File: config.mk
export PLATFORM = sky130hd
export DESIGN_NAME = vga_timing_gen
export DESIGN_NICKNAME = d
export VERILOG_FILES = /design/src/rtl/vga_pkg.sv /design/src/rtl/vga_delay_line.sv /design/src/rtl/vga_timing_gen.sv
export SDC_FILE = /design/constraint.sdc
export NUM_CORES = 1
export LEC_CHECK = 0
export ABC_CLOCK_PERIOD_IN_PS = 2400
export CORE_MARGIN = 2
export CORE_UTILIZATION = 45
export CTS_BUF_LIST = sky130_fd_sc_hd__clkbuf_8
export CTS_CLUSTER_DIAMETER = 200
export CTS_CLUSTER_SIZE = 14
export DETAILED_ROUTE_END_ITERATION = 10
export PLACE_DENSITY = 0.91
export SYNTH_ARGS = -nofsm -noshare
export SYNTH_HDL_FRONTEND = slang
export SYNTH_HIERARCHICAL = 1
export SYNTH_SLANG_ARGS = --single-unit
File: constraint.sdc
create_clock -name VGA_CLK -period 2.4 [get_ports VGA_CLK]
set_input_delay 0.48 -clock VGA_CLK [delete_from_list [all_inputs] [get_ports VGA_CLK]]
set_output_delay 0.48 -clock VGA_CLK [all_outputs]
set_load 0.01 [all_outputs]
File: src/rtl/vga_pkg.sv
// vga_pkg -- shared definitions for the VGA pixel-stream source.
//   * 640x480@60 timing defaults and derived totals (800 x 525)
//   * rgb_t colour struct
//   * colour-bar table and bar-index helper for the optional test pattern
//     (VGA_TEST_PATTERN_EN)
package vga_pkg;

    localparam int unsigned VGA_H_ACTIVE = 640;
    localparam int unsigned VGA_H_FP     = 16;
    localparam int unsigned VGA_H_SYNC   = 96;
    localparam int unsigned VGA_H_BP     = 48;
    localparam int unsigned VGA_V_ACTIVE = 480;
    localparam int unsigned VGA_V_FP     = 10;
    localparam int unsigned VGA_V_SYNC   = 2;
    localparam int unsigned VGA_V_BP     = 33;

    localparam int unsigned VGA_H_TOTAL = VGA_H_ACTIVE + VGA_H_FP + VGA_H_SYNC + VGA_H_BP;
    localparam int unsigned VGA_V_TOTAL = VGA_V_ACTIVE + VGA_V_FP + VGA_V_SYNC + VGA_V_BP;

    typedef struct packed {
        logic [7:0] r;
        logic [7:0] g;
        logic [7:0] b;
    } rgb_t;

    // Index 0 is the leftmost bar.
    localparam rgb_t [0:7] BAR_RGB = {
        24'hFFFFFF, 24'hFFFF00, 24'h00FFFF, 24'h00FF00,
        24'hFF00FF, 24'hFF0000, 24'h0000FF, 24'h000000
    };

    // x/80 for the visible range, built from compares instead of a divider.
    function automatic logic [2:0] bar_idx(input logic [9:0] x);
        logic [2:0] idx;
        idx = 3'd0;
        for (int i = 1; i < 8; i++)
            if (x >= 10'(i * 80)) idx = 3'(i);
        return idx;
    endfunction

endpackage

File: src/rtl/vga_delay_line.sv
// vga_delay_line -- DEPTH-stage register shift with async reset to RST_VAL.
//   VGA_CLK      pixel clock
//   VGA_RESET_N  async active-low reset, loads every stage with RST_VAL
//   d / q        WIDTH-bit input / output, q = d delayed DEPTH cycles
module vga_delay_line #(
    parameter int               WIDTH   = 1,
    parameter int               DEPTH   = 1,
    parameter logic [WIDTH-1:0] RST_VAL = '0
) (
    input  logic             VGA_CLK,
    input  logic             VGA_RESET_N,
    input  logic [WIDTH-1:0] d,
    output logic [WIDTH-1:0] q
);

    logic [DEPTH-1:0][WIDTH-1:0] stage;

    always_ff @(posedge VGA_CLK or negedge VGA_RESET_N) begin
        if (!VGA_RESET_N) begin
            stage <= {DEPTH{RST_VAL}};
        end else begin
            stage[0] <= d;
            for (int i = 1; i < DEPTH; i++)
                stage[i] <= stage[i-1];
        end
    end

    assign q = stage[DEPTH-1];

endmodule

File: src/rtl/vga_timing_gen.sv
// vga_timing_gen -- 640x480@60 VGA timing generator and pixel fetcher.
// Issues a coordinate request every visible cycle, realigns the returned
// colour with the sync/blank decode and drives registered oVGA_* outputs.
// Latency counter -> oVGA_* is PIX_LATENCY+1 cycles.
//   VGA_CLK, VGA_RESET_N       pixel clock, async active-low reset
//   pix_req, pix_x, pix_y      coordinate request to the frame source
//   iPIX_R/G/B                 colour returned PIX_LATENCY cycles later
//   test_en                    colour-bar select (VGA_TEST_PATTERN_EN only)
//   frame_start                one-cycle pulse after the (0,0) cycle
//   oVGA_R/G/B, oVGA_HS, oVGA_VS, oVGA_SYNC_N, oVGA_BLANK_N  VGA outputs
// Optional feature macro: VGA_TEST_PATTERN_EN (8 vertical colour bars).
// PIX_LATENCY legal range is 1..4.
module vga_timing_gen
    import vga_pkg::*;
#(
    parameter int unsigned PIX_LATENCY = 1,
    parameter int unsigned H_ACTIVE    = VGA_H_ACTIVE,
    parameter int unsigned H_FP        = VGA_H_FP,
    parameter int unsigned H_SYNC      = VGA_H_SYNC,
    parameter int unsigned H_BP        = VGA_H_BP,
    parameter int unsigned V_ACTIVE    = VGA_V_ACTIVE,
    parameter int unsigned V_FP        = VGA_V_FP,
    parameter int unsigned V_SYNC      = VGA_V_SYNC,
    parameter int unsigned V_BP        = VGA_V_BP
) (
    input  logic       VGA_CLK,
    input  logic       VGA_RESET_N,
    output logic       pix_req,
    output logic [9:0] pix_x,
    output logic [9:0] pix_y,
    input  logic [7:0] iPIX_R,
    input  logic [7:0] iPIX_G,
    input  logic [7:0] iPIX_B,
    input  logic       test_en,
    output logic       frame_start,
    output logic [7:0] oVGA_R,
    output logic [7:0] oVGA_G,
    output logic [7:0] oVGA_B,
    output logic       oVGA_HS,
    output logic       oVGA_VS,
    output logic       oVGA_SYNC_N,
    output logic       oVGA_BLANK_N
);

    localparam logic [9:0] H_ACT  = 10'(H_ACTIVE);
    localparam logic [9:0] H_LAST = 10'(H_ACTIVE + H_FP + H_SYNC + H_BP - 1);
    localparam logic [9:0] HS_BEG = 10'(H_ACTIVE + H_FP);
    localparam logic [9:0] HS_END = 10'(H_ACTIVE + H_FP + H_SYNC - 1);
    localparam logic [9:0] V_ACT  = 10'(V_ACTIVE);
    localparam logic [9:0] V_LAST = 10'(V_ACTIVE + V_FP + V_SYNC + V_BP - 1);
    localparam logic [9:0] VS_BEG = 10'(V_ACTIVE + V_FP);
    localparam logic [9:0] VS_END = 10'(V_ACTIVE + V_FP + V_SYNC - 1);

    logic [9:0] h_cnt, v_cnt;
    logic       active, hs_n, vs_n, origin;
    logic       act_q, hs_q, vs_q;
    rgb_t       src_rgb;

    // ---------------- counters ----------------
    always_ff @(posedge VGA_CLK or negedge VGA_RESET_N) begin
        if (!VGA_RESET_N) begin
            h_cnt <= '0;
            v_cnt <= '0;
        end else if (h_cnt == H_LAST) begin
            h_cnt <= '0;
            v_cnt <= (v_cnt == V_LAST) ? '0 : v_cnt + 10'd1;
        end else begin
            h_cnt <= h_cnt + 10'd1;
        end
    end

    // ---------------- stage-0 decode ----------------
    // vs_n follows v_cnt, so it naturally switches on the h_cnt=0 boundary.
    assign active = (h_cnt < H_ACT) && (v_cnt < V_ACT);
    assign hs_n   = !((h_cnt >= HS_BEG) && (h_cnt <= HS_END));
    assign vs_n   = !((v_cnt >= VS_BEG) && (v_cnt <= VS_END));
    assign origin = (h_cnt == '0) && (v_cnt == '0);

    assign pix_req = active;
    assign pix_x   = h_cnt;
    assign pix_y   = v_cnt;

    always_ff @(posedge VGA_CLK or negedge VGA_RESET_N) begin
        if (!VGA_RESET_N) frame_start <= 1'b0;
        else              frame_start <= origin;
    end

    // ---------------- alignment with the source latency ----------------
    vga_delay_line #(
        .WIDTH   (3),
        .DEPTH   (PIX_LATENCY),
        .RST_VAL (3'b011)          // blank, both syncs inactive
    ) u_align (
        .VGA_CLK     (VGA_CLK),
        .VGA_RESET_N (VGA_RESET_N),
        .d           ({active, hs_n, vs_n}),
        .q           ({act_q, hs_q, vs_q})
    );

`ifdef VGA_TEST_PATTERN_EN
    logic [9:0] x_q;
    logic       test_sel;

    vga_delay_line #(
        .WIDTH   (10),
        .DEPTH   (PIX_LATENCY),
        .RST_VAL ('0)
    ) u_xdly (
        .VGA_CLK     (VGA_CLK),
        .VGA_RESET_N (VGA_RESET_N),
        .d           (h_cnt),
        .q           (x_q)
    );

    // Latched on the cycle that raises frame_start: the first pixel of the
    // frame reaches the output stage later, so a whole frame uses one mode.
    always_ff @(posedge VGA_CLK or negedge VGA_RESET_N) begin
        if (!VGA_RESET_N) test_sel <= 1'b0;
        else if (origin)  test_sel <= test_en;
    end

    assign src_rgb = test_sel ? BAR_RGB[bar_idx(x_q)]
                              : '{r: iPIX_R, g: iPIX_G, b: iPIX_B};
`else
    logic unused_test_en;
    assign unused_test_en = test_en;
    assign src_rgb        = '{r: iPIX_R, g: iPIX_G, b: iPIX_B};
`endif

    // ---------------- output register ----------------
    // Colour is forced to 0 outside the visible area whatever the source drives.
    always_ff @(posedge VGA_CLK or negedge VGA_RESET_N) begin
        if (!VGA_RESET_N) begin
            oVGA_R       <= '0;
            oVGA_G       <= '0;
            oVGA_B       <= '0;
            oVGA_HS      <= 1'b1;
            oVGA_VS      <= 1'b1;
            oVGA_BLANK_N <= 1'b0;
        end else begin
            oVGA_R       <= act_q ? src_rgb.r : 8'h00;
            oVGA_G       <= act_q ? src_rgb.g : 8'h00;
            oVGA_B       <= act_q ? src_rgb.b : 8'h00;
            oVGA_HS      <= hs_q;
            oVGA_VS      <= vs_q;
            oVGA_BLANK_N <= act_q;
        end
    end

    assign oVGA_SYNC_N = 1'b0;

endmodule

==> results of run 1 <==
power by group through the flow:
stage / clock network [mW] / logic (mW) / registers (mW)
after floorplan: 0 / 0.0155 / 0.913
after global placement: 0 / 0.123 / 0.901
after detailed placement: 0 / 0.127 / 0.902
after CTS: 0.604 / 0.128 / 0.885
after global routing: 0.640 / 0.136 / 0.886
final: 0.580 / 0.125 / 0.885
registers in the layout, summed over array words and instances, names as in the netlist:
name and flops:
oVGA_VS 1, oVGA_BLANK_N 1, oVGA_HS 1, oVGA_R 8, oVGA_G 8, frame_start 1, u_align/q 3, pix_y 10
pix_x 10, oVGA_B 8
metal layers:
metal,vias up,track usage [%]
li1,739,-
met1,726,25.0
met2,89,29.2
met3,2,5.77
met4,0,5.03
met5,-,0
worst register-to-register path, cell delays in order (launching register included):
cell and delay [ps]:
dfrtp_1 440, ha_1 240, nand4_1 230, or3_1 570, or3_1 390, nand3_1 70
through the flow:
stage	power (mW)	setup slack (ps)	area (sq um)	instances
after floorplan	0.929	521	2030	174
after global placement	1.02	466	2820	297
after detailed placement	1.03	442	2820	297
after CTS	1.62	100	2930	305
after global routing	1.66	14.4	2930	305
final	1.59	122	2930	305
worst max path at each step:
stage	depth (start not counted)	to
2_1_floorplan	6	pix_y[3]
3_3_place_gp	4	pix_req
3_5_place_dp	4	pix_req
4_1_cts	4	pix_req
5_1_grt	4	pix_req
6_report	4	pix_req
cells in the final DEF (no fill, tap or decap), types with 2 or more instances in the layout:
cell,n
nor4_1,6
o21ai_0,4
nand2b_1,3
nor2_1,9
and3_2,2
clkdlybuf4s50_1,73
xor2_1,6
xnor2_1,4
and3_1,2
clkbuf_8,5
dfrtp_1,47
nor3_1,5
or3_1,2
nand3_1,16
dfstp_2,4
and2_1,25
buf_4,4
o31ai_1,2
ha_1,4
inv_1,7
o21a_1,2
nand4_1,3
nand2_1,5
area by class of cell:
class                   instances  area share (%)
flip-flops and latches         51            43.7
repair buffers                 78            26.1
multi-input cells             110            23.5
clock buffers                   5            2.35
well taps                      52            2.22
clock inverters                 3            1.41
inverters                       6           0.768
Yosys cell counts (2+ instances only):
cell type,number
dfrtp_1,47
o21ai_0,4
o31ai_1,2
nor3_1,5
nand4_1,3
xnor2_1,4
and2_1,25
and3_1,2
o21a_1,2
xor2_1,6
nand3_1,16
dfstp_2,4
nor4_1,6
inv_1,6
ha_1,4
or3_1,2
nor2_1,9
clkbuf_1,3
and3_2,2
nand2_1,5
nand2b_1,3
cells by family (layout without fill, tap and decap cells):
kind of cell    count (synthesis)  after routing  share of synthesized area [%]
compound gates                 12             12                           3.75
xor+xnor                       10             10                           4.31
fa+ha+maj                       4              4                           2.46
buf+inv                        13             92                           3.08
flops                          51             51                           63.0
other cells                     1              1                          0.184
simple gates                   83             83                           23.2
==> results.toml, run 1 <==
[logic_synthesis]
yosys_most_used_dff = "dfrtp_1"
synth_edf_count = 0
ys_seq_area_share_pct = 63.0
synth_nets = 205
async_reset_ff_share_pct = 100
yosysWarnings = 6
postSynthCellCount = 174
synth_top_area_share_pct = 57.8
syn_avg_cell_area_sq_um = 11.7
synth_top_cells_by_area = "dfrtp_1 58%, and2_1 7.7%, dfstp_2 5.2%"
syn_area_sq_um = 2030
synth-seq-cells = 51
synth_top_cell_by_area = "dfrtp_1"
synthDistinctLibCells = 35

[drt]
ant_nets = 0
vias_per_cell = 5.10
wl_mm = 4.47
num_vias = 1556
met3_length_um = 416
wl_per_cell_um = 14.6
dr.first_iter.drc_count = 89
drc_errors = 0
top_layer = "met4"
wl_met2_mm = 2.02
dr.pass1.iters = 4
drt-met1-wl_mm = 2.01

[global_routing]
grt_usage_pct = 18.5
grt_pass1_wl_mm = 7.17
gr-total-overflow = 0
grt_max_degree = 26
grt_pass1_vias = 1473
antenna_found_initial = 0

[critical_path]
worstReg2RegStart = "pix_x[0]"
startpoint = "pix_y[5]"
path_delay_family = "buffers and inverters"
slowest_delay_ps = 620
critPathLaunchType = "flip-flop"
cp.arrival_ps = 1800
end_kind = "primary output"
crit_chain = "nand3_1 -> nor2_1 -> nor3_1 -> clkdlybuf4s50_1"
cp.required_ps = 1920
slowest_stage = "clkdlybuf4s50_1"
worstRegToRegCells = 5
rr_endpoint = "pix_y[3]"
ff2ff_setup_slack_ps = 420
worst-path-max-fanout = 6
path_class = "flip-flop to primary output"
crit_buf_inv = 1

[timing]
grt_setup_unrepaired = "false"
finClkSkew_ps = 9.97
worst_slew_pin_slew_ps = 533
finalSetupTns_ps = 0
setup_viol = 0
drv_slew = 0
finalHoldViolCount = 0
hold_ws_ps = 137
fin_crit_ps = 2280
period_share_pct = 94.9
slew_headroom_pct = 64.5
max_freq_mhz = 439

[power]
intPower_mw = 1.27
switchingPower_mw = 0.323
clkPwrFrac_pct = 36.5
p_comb_share_pct = 7.9
ir_drop_mv = 0.270
seqPwrFrac_pct = 55.7
p_leak_nw = 1.25
swShare_pct = 20.3
power_density_nw_per_um2 = 542

[clocking]
cts_tree = "done"
postCtsSetupRepairBufs = 0
clock_path_buffers = 2
clk_latency_ps = 300
ctsHoldBuffers = 0
numCtsBuffers = 5
clkSinkCount = 51
htreeDepth = 2
ctsResizeCount = 0
clk_pin_slew_ps = 90
ctsRootBufferMaster = "clkbuf_8"

[floorplan]
initial_core_util_pct = 46.7
die_x_um = 71.2
boundaryPins = 77
die_area_sq_um = 5070
coreArea_sq_um = 4350
rows = 24
die_height_um = 71.2

[cells_and_area]
diodes = 0
nNetsFinal = 283
drive_gt1_share_pct = 8.30
multi_input_area_sq_um = 689
regArea_sq_um = 1280
area_growth_pct = 44.3
fillers = 324
fin_util_pct = 67.4

[run_status]
status = "finished clean"

[run]
drv_cap = 0

[worst_hold_path]
hold_path.class = "input port to asynchronous set/reset pin"

[placed_design]
io_buffers = 74
hpwlAfterDp_mm = 3.26
place.gp.congestion = 0.754
(Power assumes the default switching activity.)
==> inputs of run 2 (changes only) <==
--- a/config.mk
+++ b/config.mk
@@ -6,12 +6,12 @@
 export NUM_CORES = 1
 export LEC_CHECK = 0
 export ABC_CLOCK_PERIOD_IN_PS = 2400
-export CORE_MARGIN = 2
 export CORE_UTILIZATION = 45
 export CTS_BUF_LIST = sky130_fd_sc_hd__clkbuf_8
 export CTS_CLUSTER_DIAMETER = 200
 export CTS_CLUSTER_SIZE = 14
 export DETAILED_ROUTE_END_ITERATION = 10
+export HOLD_SLACK_MARGIN = 0.03
 export PLACE_DENSITY = 0.91
 export SYNTH_ARGS = -nofsm -noshare
 export SYNTH_HDL_FRONTEND = slang
==> run 2 against run 1 <==
  * First-iteration DRC count fell by 30%
  * Global-route usage rose by 1.3 points
  * Count of clock-buffer cells in the layout rose by 1
  * Total power rose by 1.5%
  * Flip-flop and latch count did not move
  * Via count rose by 0.26%
  * Routed wire length fell by 1.7%
  * Clock power rose by 4.1%
  * Utilization rose by 0.29 points
  * Worst hold slack got worse by 8.6 ps
  * Critical path depth did not move
==> results.toml, run 2 (synthesis results as in run 1) <==
[placed_design]
dp.cells = 297
io_buffers = 74
place_area_sq_um = 2820
hpwlAfterDp_mm = 3.19
place.gp.congestion = 0.796

[critical_path]
critPathLaunchType = "flip-flop"
cp.required_ps = 1920
slowest_delay_ps = 580
startpoint = "pix_y[5]"
end_kind = "primary output"
slowest_stage = "clkdlybuf4s50_1"
crit_chain = "nand3_1 -> nor2_1 -> nor3_2 -> clkdlybuf4s50_1"
worstReg2RegStart = "pix_x[0]"
worst-path-max-fanout = 6
path_class = "flip-flop to primary output"
cp.arrival_ps = 1760

[cells_and_area]
finalNonFillerCells = 305
post-route-cell-area_sq_um = 2950
layout_commonest_cell = "clkdlybuf4s50_1"
diodes = 0
layout_common_cells = "73 x clkdlybuf4s50_1, 47 x dfrtp_1, 25 x and2_1"
fin_util_pct = 67.7
area_growth_pct = 44.9
drive_gt1_share_pct = 9.09
nNetsFinal = 283
fillers = 322

[timing]
max_freq_mhz = 446
slew_headroom_pct = 66.2
grt_setup_unrepaired = "false"
finalSetupTns_ps = 0
period_share_pct = 93.5
finalHoldViolCount = 0
finClkSkew_ps = 3.34
drv_slew = 0
setup_viol = 0
fin_crit_ps = 2240
worst_slew_pin_slew_ps = 507

[global_routing]
gr-total-overflow = 0
grt_usage_pct = 19.8
antenna_found_initial = 0
grt_max_degree = 26
grt_pass1_vias = 1520
grt_pass1_wl_mm = 7.52

[worst_hold_path]
hold_path.class = "input port to asynchronous set/reset pin"

[power]
ir_drop_mv = 0.350
power_density_nw_per_um2 = 548
power.total_mw = 1.61
swShare_pct = 19.6
intPower_mw = 1.30
p_comb_share_pct = 7.8
seqPwrFrac_pct = 54.8
switchingPower_mw = 0.317
p_leak_nw = 1.26
clkPwrFrac_pct = 37.4

[drt]
wl_per_cell_um = 14.4
ant_nets = 0
num_vias = 1560
dr.first_iter.drc_count = 62
drc_errors = 0
dr.pass1.iters = 4
vias_per_cell = 5.11
wl_mm = 4.39

[clocking]
clk_latency_ps = 290
ctsRootBufferMaster = "clkbuf_8"
cts_tree = "done"
clock_path_buffers = 2
clkSinkCount = 51
htreeDepth = 2
numCtsBuffers = 5
clk_pin_slew_ps = 90
ctsHoldBuffers = 0

[floorplan]
initial_core_util_pct = 46.7
die_height_um = 69.2
die_x_um = 69.2
rows = 24
boundaryPins = 77
coreArea_sq_um = 4350
die_area_sq_um = 4790

[run]
drv_cap = 0

[run_status]
status = "finished clean"
[run 2: changes by cell type in the layout (fill, tap and decap cells not counted), sizes merged]
cell	delta
clkbuf	+1
inv	-1
clkinvlp	-1
clkinv	+1
[run 2: repair_timing]
| item | in CTS | in global routing |
|---|---|---|
| resized for setup | 0 | 1 |
| endpoints found under the setup margin | 0 | 1 |
| buffers inserted | 0 | 0 |
| endpoints found under the hold margin | 0 | 0 |
[run 2: final cells by class]
type                       count  area (sq um)  share of cell area [%]
multi-input combinational    110           694                    23.6
tap                           52          65.1                    2.21
clock buffer                   6          82.6                    2.80
timing repair buffer          78           766                    26.0
clock inverter                 2          35.0                    1.19
inverter                       6          22.5                   0.764
sequential                    51          1280                    43.5
[run 2: worst paths after layout]
check | endpoint | slack [ps] | depth (start not counted)
setup reg to reg | pix_y[3] | 410 | 5
max in group asynchronous | pix_x[2] | 1680 | 2
hold / removal | oVGA_R[0] | 130 | 1
setup / recovery | pix_req | 160 | 4
min in group VGA_CLK | oVGA_HS | 360 | 0
hold reg to reg | oVGA_HS | 360 | 0
[run 2: per-stage QoR]
| stage | hold slack [ps] | worst slack [ps] |
|---|---|---|
| 6_report | 128 | 155 |
| 5_1_grt | 154 | 48.3 |
| 4_1_cts | 131 | 68.5 |
| 3_5_place_dp | 347 | 409 |
| 3_3_place_gp | 346 | 467 |
| 2_1_floorplan | 184 | 521 |
[run 2: power groups by stage]
stage	clock network, mW	logic (mW)	registers, mW
after floorplan	0	0.0155	0.913
after global placement	0	0.123	0.901
after detailed placement	0	0.127	0.902
after CTS	0.620	0.128	0.885
after global routing	0.658	0.135	0.887
final	0.604	0.125	0.885
[run 2: critical path: cells and delay by family (launching register included)]
kind	cells	cell delay (ps)
buf+inv	1	580
simple gates	3	440
flops	1	450
[run 2: routing by layer]
layer	share of wire, %	vias up	GRT usage [%]
li1	-	738	-
met1	45	750	26.5
met2	48	67	31.3
met3	6.5	5	5.52
met4	1.1	0	6.12
met5	0	-	0
